**src/rtl/keypad_pkg.sv**
```systemverilog
// rtl/keypad_pkg.sv - shared types and constants for the keypad emulator
package keypad_pkg;

    typedef enum logic [2:0] {
        ST_IDLE       = 3'd0,
        ST_BOUNCE_IN  = 3'd1,
        ST_HOLD       = 3'd2,
        ST_BOUNCE_OUT = 3'd3,
        ST_GAP        = 3'd4
    } kp_state_e;

    typedef struct packed {
        logic [1:0] row_idx;
        logic [1:0] col_idx;
    } key_code_t;

    localparam logic [3:0] ROW_IDLE  = 4'b1111;
    localparam logic [7:0] LFSR_SEED = 8'h01;
    // Galois right-shift mask for x^8+x^6+x^5+x^4+1
    localparam logic [7:0] LFSR_TAPS = 8'hB8;

    function automatic int max3(input int a, input int b, input int c);
        int m;
        m = (a > b) ? a : b;
        return (m > c) ? m : c;
    endfunction

endpackage

```
**src/rtl/bounce_lfsr.sv**
```systemverilog
// rtl/bounce_lfsr.sv - 8-bit Galois LFSR supplying pseudo-random contact bounce
module bounce_lfsr
    import keypad_pkg::*;
(
    input  logic clk,
    input  logic rst_n,
    input  logic en,
    output logic q
);

    logic [7:0] r_lfsr;

    always_ff @(posedge clk or negedge rst_n) begin
        if (!rst_n) begin
            r_lfsr <= LFSR_SEED;
        end else if (en) begin
            r_lfsr <= {1'b0, r_lfsr[7:1]} ^ (r_lfsr[0] ? LFSR_TAPS : 8'h00);
        end
    end

    assign q = r_lfsr[0];

endmodule

```
**src/rtl/keypad_emulator.sv**
```systemverilog
// rtl/keypad_emulator.sv - 4x4 matrix keypad emulator; optional contact bounce via KEYPAD_EMU_BOUNCE_EN
module keypad_emulator
    import keypad_pkg::*;
#(
    parameter int HOLD_CYCLES   = 1000,
    parameter int GAP_CYCLES    = 200,
    parameter int BOUNCE_CYCLES = 16
) (
    input  logic       clk,
    input  logic       rst_n,
    input  logic       key_valid,
    input  logic [3:0] key_code,
    output logic       key_ready,
    input  logic [3:0] col,
    output logic [3:0] row,
    output logic       busy,
    output logic       press_done
);

    localparam int CNT_W = $clog2(max3(HOLD_CYCLES, GAP_CYCLES, BOUNCE_CYCLES)) + 1;
    localparam logic [CNT_W-1:0] HOLD_LAST = CNT_W'(HOLD_CYCLES - 1);
    localparam logic [CNT_W-1:0] GAP_LAST  = CNT_W'(GAP_CYCLES - 1);
    localparam logic [CNT_W-1:0] CNT_ONE   = CNT_W'(1);

    kp_state_e        r_state;
    logic [CNT_W-1:0] r_cnt;
    key_code_t        key_r;
    logic             r_press_done;
    logic             w_contact;
    logic [3:0]       w_row;

`ifdef KEYPAD_EMU_BOUNCE_EN
    localparam logic [CNT_W-1:0] BOUNCE_LAST = CNT_W'(BOUNCE_CYCLES - 1);
    localparam kp_state_e ST_AFTER_IDLE = ST_BOUNCE_IN;
    localparam kp_state_e ST_AFTER_HOLD = ST_BOUNCE_OUT;

    logic w_bouncing;
    logic w_lfsr_bit;

    assign w_bouncing = (r_state == ST_BOUNCE_IN) || (r_state == ST_BOUNCE_OUT);

    bounce_lfsr u_bounce_lfsr (
        .clk   (clk),
        .rst_n (rst_n),
        .en    (w_bouncing),
        .q     (w_lfsr_bit)
    );

    assign w_contact = (r_state == ST_HOLD) || (w_bouncing && w_lfsr_bit);
`else
    localparam kp_state_e ST_AFTER_IDLE = ST_HOLD;
    localparam kp_state_e ST_AFTER_HOLD = ST_GAP;

    assign w_contact = (r_state == ST_HOLD);
`endif

    // Every transition clears the phase counter; press_done marks the first GAP cycle.
    always_ff @(posedge clk or negedge rst_n) begin
        if (!rst_n) begin
            r_state      <= ST_IDLE;
            r_cnt        <= '0;
            key_r        <= '0;
            r_press_done <= 1'b0;
        end else begin
            r_press_done <= 1'b0;
            case (r_state)
                ST_IDLE: begin
                    if (key_valid) begin
                        key_r   <= key_code;
                        r_cnt   <= '0;
                        r_state <= ST_AFTER_IDLE;
                    end
                end
`ifdef KEYPAD_EMU_BOUNCE_EN
                ST_BOUNCE_IN: begin
                    if (r_cnt == BOUNCE_LAST) begin
                        r_cnt   <= '0;
                        r_state <= ST_HOLD;
                    end else begin
                        r_cnt <= r_cnt + CNT_ONE;
                    end
                end
`endif
                ST_HOLD: begin
                    if (r_cnt == HOLD_LAST) begin
                        r_cnt        <= '0;
                        r_state      <= ST_AFTER_HOLD;
                        r_press_done <= (ST_AFTER_HOLD == ST_GAP);
                    end else begin
                        r_cnt <= r_cnt + CNT_ONE;
                    end
                end
`ifdef KEYPAD_EMU_BOUNCE_EN
                ST_BOUNCE_OUT: begin
                    if (r_cnt == BOUNCE_LAST) begin
                        r_cnt        <= '0;
                        r_state      <= ST_GAP;
                        r_press_done <= 1'b1;
                    end else begin
                        r_cnt <= r_cnt + CNT_ONE;
                    end
                end
`endif
                ST_GAP: begin
                    if (r_cnt == GAP_LAST) begin
                        r_cnt   <= '0;
                        r_state <= ST_IDLE;
                    end else begin
                        r_cnt <= r_cnt + CNT_ONE;
                    end
                end
                default: begin
                    r_cnt   <= '0;
                    r_state <= ST_IDLE;
                end
            endcase
        end
    end

    // Pure combinational path from col so the scanner sees the key in the same cycle.
    always_comb begin
        w_row = ROW_IDLE;
        if (w_contact && !col[key_r.col_idx]) begin
            w_row[key_r.row_idx] = 1'b0;
        end
    end

    assign row        = w_row;
    assign key_ready  = (r_state == ST_IDLE);
    assign busy       = (r_state != ST_IDLE);
    assign press_done = r_press_done;

endmodule

```
**config.mk**
```make
export PLATFORM = sky130hd
export DESIGN_NAME = keypad_emulator
export DESIGN_NICKNAME = d
export VERILOG_FILES = /design/src/rtl/keypad_pkg.sv /design/src/rtl/bounce_lfsr.sv /design/src/rtl/keypad_emulator.sv
export SDC_FILE = /design/constraint.sdc
export NUM_CORES = 1
export LEC_CHECK = 0
export ABC_AREA = 1
export CORE_UTILIZATION = 53
export DETAILED_ROUTE_END_ITERATION = 12
export PLACE_DENSITY = 0.79
export SLEW_MARGIN = 20
export SYNTH_ARGS = -nofsm -noshare
export SYNTH_HDL_FRONTEND = slang
export SYNTH_SLANG_ARGS = --single-unit
```
**constraint.sdc**
```tcl
create_clock -name clk -period 1.6 [get_ports clk]
set_input_delay 0.16 -clock clk [delete_from_list [all_inputs] [get_ports clk]]
set_output_delay 0.16 -clock clk [all_outputs]
set_load 0.1 [all_outputs]
```
# ---- Yosys cells after proc, flatten, opt, wreduce, memory -nomap -nowiden
# Index checks and enable logic that the tools add are counted.
dict set report word_totals {
  register_bits 19
  input_bits 11
  out_inout_bits 7
  word_cells 39
}
dict set report classes {
  addsub 1
  magnitude_cmp 3
  n_eq_ne 7
  mux 15
  bitwise_logic 1
  reduce_logical 7
}
# op count
set op_table {}
lappend op_table {{11-bit two-way mux} 3}
lappend op_table {{11-bit case mux with 3 select lines} 1}
lappend op_table {{11-bit by 1-bit adder with 11-bit output, second input constant} 1}
lappend op_table {{11-bit by 10-bit equality test with 1-bit output, second input constant} 1}
lappend op_table {{11-bit by 8-bit equality test with 1-bit output, second input constant} 1}
lappend op_table {{3-bit two-way mux} 3}
lappend op_table {{3-bit case mux with 3 select lines} 1}
lappend op_table {{2-bit by 3-bit less-than comparator with 1-bit output, second input constant} 2}
lappend op_table {{1-bit two-way mux} 4}
lappend op_table {{4-bit two-way mux} 1}
lappend op_table {{2-bit != test, second input constant} 2}
lappend op_table {{4-bit NOT} 1}
lappend op_table {{3-bit by 2-bit equality test with 1-bit output, second input constant} 1}
lappend op_table {{3-bit equality test, second input constant} 1}
lappend op_table {{3-bit logical NOT} 1}
lappend op_table {{3-bit AND reduction} 1}
lappend op_table {{3-bit nonzero test} 1}
lappend op_table {{1-bit binary-select mux with 2-bit select} 1}
lappend op_table {{1-bit demux with 2-bit select} 1}
lappend op_table {{2-bit by 1-bit >= comparator with 1-bit output, second input constant} 1}
lappend op_table {{1-bit logical AND} 2}
lappend op_table {{2-bit by 1-bit != test with 1-bit output, second input constant} 1}
lappend op_table {{2-bit AND reduction} 1}
lappend op_table {{1-bit logical NOT} 1}

# ---- Longest topological paths before layout
dict set report logic_depth {
  ltp_word 6
  mapped_depth 9
}

# ---- Worst setup path after synthesis
# OpenSTA, ideal clock, no wires.
dict set report synth_path {
  kind {flip-flop to flip-flop}
  startpoint {register r_state[1]}
  endpoint {register r_state[1]}
  setup_time_ps 89
  arrival_ps 2284
  required_time_ps 1511
  path_slack_ps -773
  path_stages_with_launch 5
  n_path_buf 0
  period_less_slack_ps 2373
  cell_sequence {dfrtp_1 inv_1 ha_1 inv_1 o21ai_1}
}
dict set report synth_via {
  elab_chain_len 3
}
# element line_no
set synth_lines {}
lappend synth_lines {{from (decl)} keypad_emulator.sv:25} ;# kp_state_e r_state;
lappend synth_lines {{from (signal assigned)} keypad_emulator.sv:60} ;# r_state <= ST_IDLE;
lappend synth_lines {{from (signal assigned)} keypad_emulator.sv:71} ;# r_state <= ST_AFTER_IDLE;
lappend synth_lines {{from (signal assigned)} keypad_emulator.sv:87} ;# r_state <= ST_AFTER_HOLD;
lappend synth_lines {{3-bit logical NOT (*)} --}
lappend synth_lines {{named net key_ready} keypad_emulator.sv:13} ;# output logic key_ready,
lappend synth_lines {{2-bit != test (no source line)} --}
lappend synth_lines {{3-bit AND reduction (no source line)} --}
# The timed path passes the listed nets; every way through them passes the cells marked *.
# A chain may end at the register's enable or synchronous reset.

# ---- Worst setup path after layout
dict set report layout_path {
  startpoint {register r_state[2]}
  endpoint {output port row[3]}
}
dict set report layout_via {
  elab_chain_len 3
}
# element line_no
set layout_lines {}
lappend layout_lines {{3-bit by 2-bit equality test with 1-bit output} keypad_emulator.sv:54} ;# assign w_contact = (r_state == ST_HOLD);
lappend layout_lines {{1-bit logical AND} keypad_emulator.sv:123} ;# if (w_contact && !col[key_r.col_idx]) begin
lappend layout_lines {{4-bit two-way mux} keypad_emulator.sv:123}
lappend layout_lines {{to (decl)} keypad_emulator.sv:15} ;# output logic [3:0] row,
# Every way passes these cells.

==> flow_metrics.env <==
export IMPL_outcome="complete, but fails checks"
export IMPL_failed_checks="setup timing"
export IMPL_setup_slack_ps=-143
export IMPL_via_count=1160
export IMPL_areaGrowthSynthToFinish_pct=47.7
export IMPL_dp_cells=193
export IMPL_drtIter0Drc=47
export IMPL_grt_total_usage=0.258
export IMPL_initial_utilization=0.584
export IMPL_drc=0
export IMPL_cts_tree="built"
export IMPL_worst_hold_slack_ps=182
export IMPL_path_class="reg -> out"
export IMPL_skew_ps=1.35
export IMPL_worstPathRequired_ps=1440
export IMPL_dpl_hpwl_um=1820
export IMPL_crit_path_start_kind="flop"
export IMPL_avgRoutedWirePerCell_um=16.5
export IMPL_nFillCells=100
export IMPL_fp_row_count=16
export IMPL_ys_types=27
export IMPL_diodes=0
export IMPL_syn_nets=161
export IMPL_viasPerCell=5.58
export IMPL_cts_root_buf="clkbuf_4"
export IMPL_max_freq_mhz=574
export IMPL_fp_dieH_um=49.2
export IMPL_place_congestion=0.805
export IMPL_core_area_um2=2020
export IMPL_cp_max_fo=3
export IMPL_ctsHoldBuffers=0
export IMPL_peakVddDrop_mv=2.01
export IMPL_port_buffers=17
export IMPL_htree_levels=1
export IMPL_dieWidth_um=49.2
export IMPL_stdcell_count=208
export IMPL_grt_pass1_wl_um=4690
export IMPL_grt_max_degree=19
export IMPL_synthesis_area_um2=1180
export IMPL_drt_wl_total_um=3420
export IMPL_final_layout_size_suffix_gt1_frac=0.420
export IMPL_period_share=1.09
export IMPL_hold_class="in -> async"
export IMPL_fin_crit_ps=1740
export IMPL_die_area_um2=2420
export IMPL_synth_seq_area_share=0.381
export IMPL_hold_violations=0
export IMPL_numCtsBuffers=3
export IMPL_worstSetupEndpointType="output port"
export IMPL_clock_path_buffers=2
export IMPL_slew_viol_final=0
export IMPL_detail_route_antenna_nets=0
export IMPL_cellLeakagePower_nw=0.755
export IMPL_setup_violations=17
export IMPL_ys_warn_count=0
export IMPL_clock_sinks=18
export IMPL_pre_cts_slack_ps=79.1
export IMPL_worstPathArrival_ps=1580
export IMPL_slew_headroom=0.743
export IMPL_rsz0062_at_grt="true"
export IMPL_grt_pass1_vias=1055
export IMPL_postSynthCellCount=146
export IMPL_insertion_delay_ps=310
export IMPL_synth_seq_cells=18
export IMPL_antenna_found_initial=0
export IMPL_pin_count=18
export IMPL_power_density_nw_per_um2=1650
export IMPL_final_nets=197
export IMPL_syn_avg_cell_area_um2=8.09
export IMPL_tightest_slew_ps=383
export IMPL_clkTransAtPathRegs_ps=110
export IMPL_overflow=0
export IMPL_finalSetupTns_ps=-1420
export IMPL_firstDrtPassIters=4
export IMPL_drv_cap=0
[metal layers]
metal	share of wire	vias to the layer above	track usage
met5	0	-	0
li1	-	539	-
met4	0.035	0	0.0539
met1	0.40	556	0.302
met3	0.058	16	0.0872
met2	0.51	49	0.452
[logic make-up after synthesis]
logic type                 after synthesis  synth area share
DFF                                     18             0.381
AOI/OAI and AO/OA                       22             0.125
buffers and inverters                   23            0.0858
muxes                                    1           0.00953
and+or+nand+nor                         75             0.334
adders and majority gates                4            0.0424
xor gates and xnor gates                 3            0.0222
[report_power, final]
| group | leakage, nW | internal, mW | switching, mW |
|---|---|---|---|
| registers | 0.236 | 0.551 | 0.0991 |
| logic | 0.499 | 0.769 | 1.16 |
| clock network | 0.0210 | 0.139 | 0.156 |
| total | 0.755 | 1.46 | 1.42 |
[synthesized netlist by cell type]
cell type / instances / area share
nand3_1: 6 / 0.025
nand2_8: 1 / 0.017
nand3_2: 2 / 0.017
buf_6: 2 / 0.019
nor2_1: 15 / 0.048
inv_2: 3 / 0.0095
inv_1: 18 / 0.057
xor2_1: 2 / 0.015
o21ai_1: 6 / 0.025
ha_1: 4 / 0.042
nand4_1: 2 / 0.011
xnor2_1: 1 / 0.0074
o21bai_1: 1 / 0.0064
nor2_2: 4 / 0.021
nand3_4: 1 / 0.015
nor3_1: 2 / 0.0085
a21boi_2: 1 / 0.0095
dfrtp_1: 18 / 0.38
a21oi_1: 5 / 0.021
a21oi_2: 7 / 0.052
nand2_4: 3 / 0.029
nor3_2: 2 / 0.017
o31ai_1: 1 / 0.0064
o21ai_0: 1 / 0.0042
nand2_1: 33 / 0.10
nand2_2: 4 / 0.021
mux2_1: 1 / 0.0095
[repair_timing]
action / 4_1_cts / 5_1_grt
endpoints found under the setup margin: 4 / 17
gates resized for setup: 9 / 28
pin swaps: 4 / 11
setup buffers: 4 / 8
[final timing paths]
kind,slack [ps],from,to,cells past startpoint
max in group asynchronous,1220,rst_n,key_r[1]$_DFFE_PN0P_,2
worst max-delay path,-140,r_state[2]$_DFFE_PN0P_,row[3],8
worst min-delay path,180,rst_n,r_cnt[5]$_DFFE_PN0P_,2
min in group clk,420,key_code[2],key_r[2]$_DFFE_PN0P_,3
worst min register to register,570,r_cnt[1]$_DFFE_PN0P_,r_cnt[1]$_DFFE_PN0P_,2
worst max register to register,-100,r_state[2]$_DFFE_PN0P_,r_cnt[10]$_DFFE_PN0P_,12
[state kept, by name, indices dropped and copies added (netlist names)]
| name | count |
|---|---|
| r_state | 2 |
| r_cnt | 11 |
| key_r | 4 |
| press_done | 1 |
[per-stage QoR]
step | cell area (µm²) | power (mW) | utilization
floorplan | 1200 | 1.72 | -
finish | 1740 | 2.88 | 0.863
detailed placement | 1490 | 2.15 | 0.735
global placement | 1490 | 2.12 | 0.735
CTS | 1580 | 2.57 | 0.782
global route | 1740 | 3.02 | 0.863
[cell usage in the layout, fill, tap and decap left out, drive strengths merged]
master	Yosys	routed
clkdlybuf4s50	0	10
o21bai	1	1
o31ai	1	1
xnor2	1	1
clkbuf	0	4
nor2	19	19
nor3	4	4
clkinvlp	0	1
inv	21	20
nand4	2	2
xor2	2	2
mux2	1	1
o21ai	7	7
nand3	9	9
a21boi	1	1
a21oi	12	12
nand2	41	41
dfrtp	18	18
buf	2	23
ha	4	4
[worst max-delay path, cell delays in order (launching register included)]
cell     delay [ps]
dfrtp_1         410
inv_2            90
ha_4            150
inv_4            40
a21oi_2         100
o31ai_2          80
nor2_1          120
nand2_1         110
buf_12          180
[area by class of cell]
type	count	area, µm²	area share
tap	27	33.8	0.0194
inverter	21	87.6	0.0502
clock buffer	4	36.3	0.0208
multi-input combinational	105	749	0.430
sequential	18	450	0.258
timing repair buffer	33	387	0.222
Note: power is estimated with default switching activity, not from simulation.
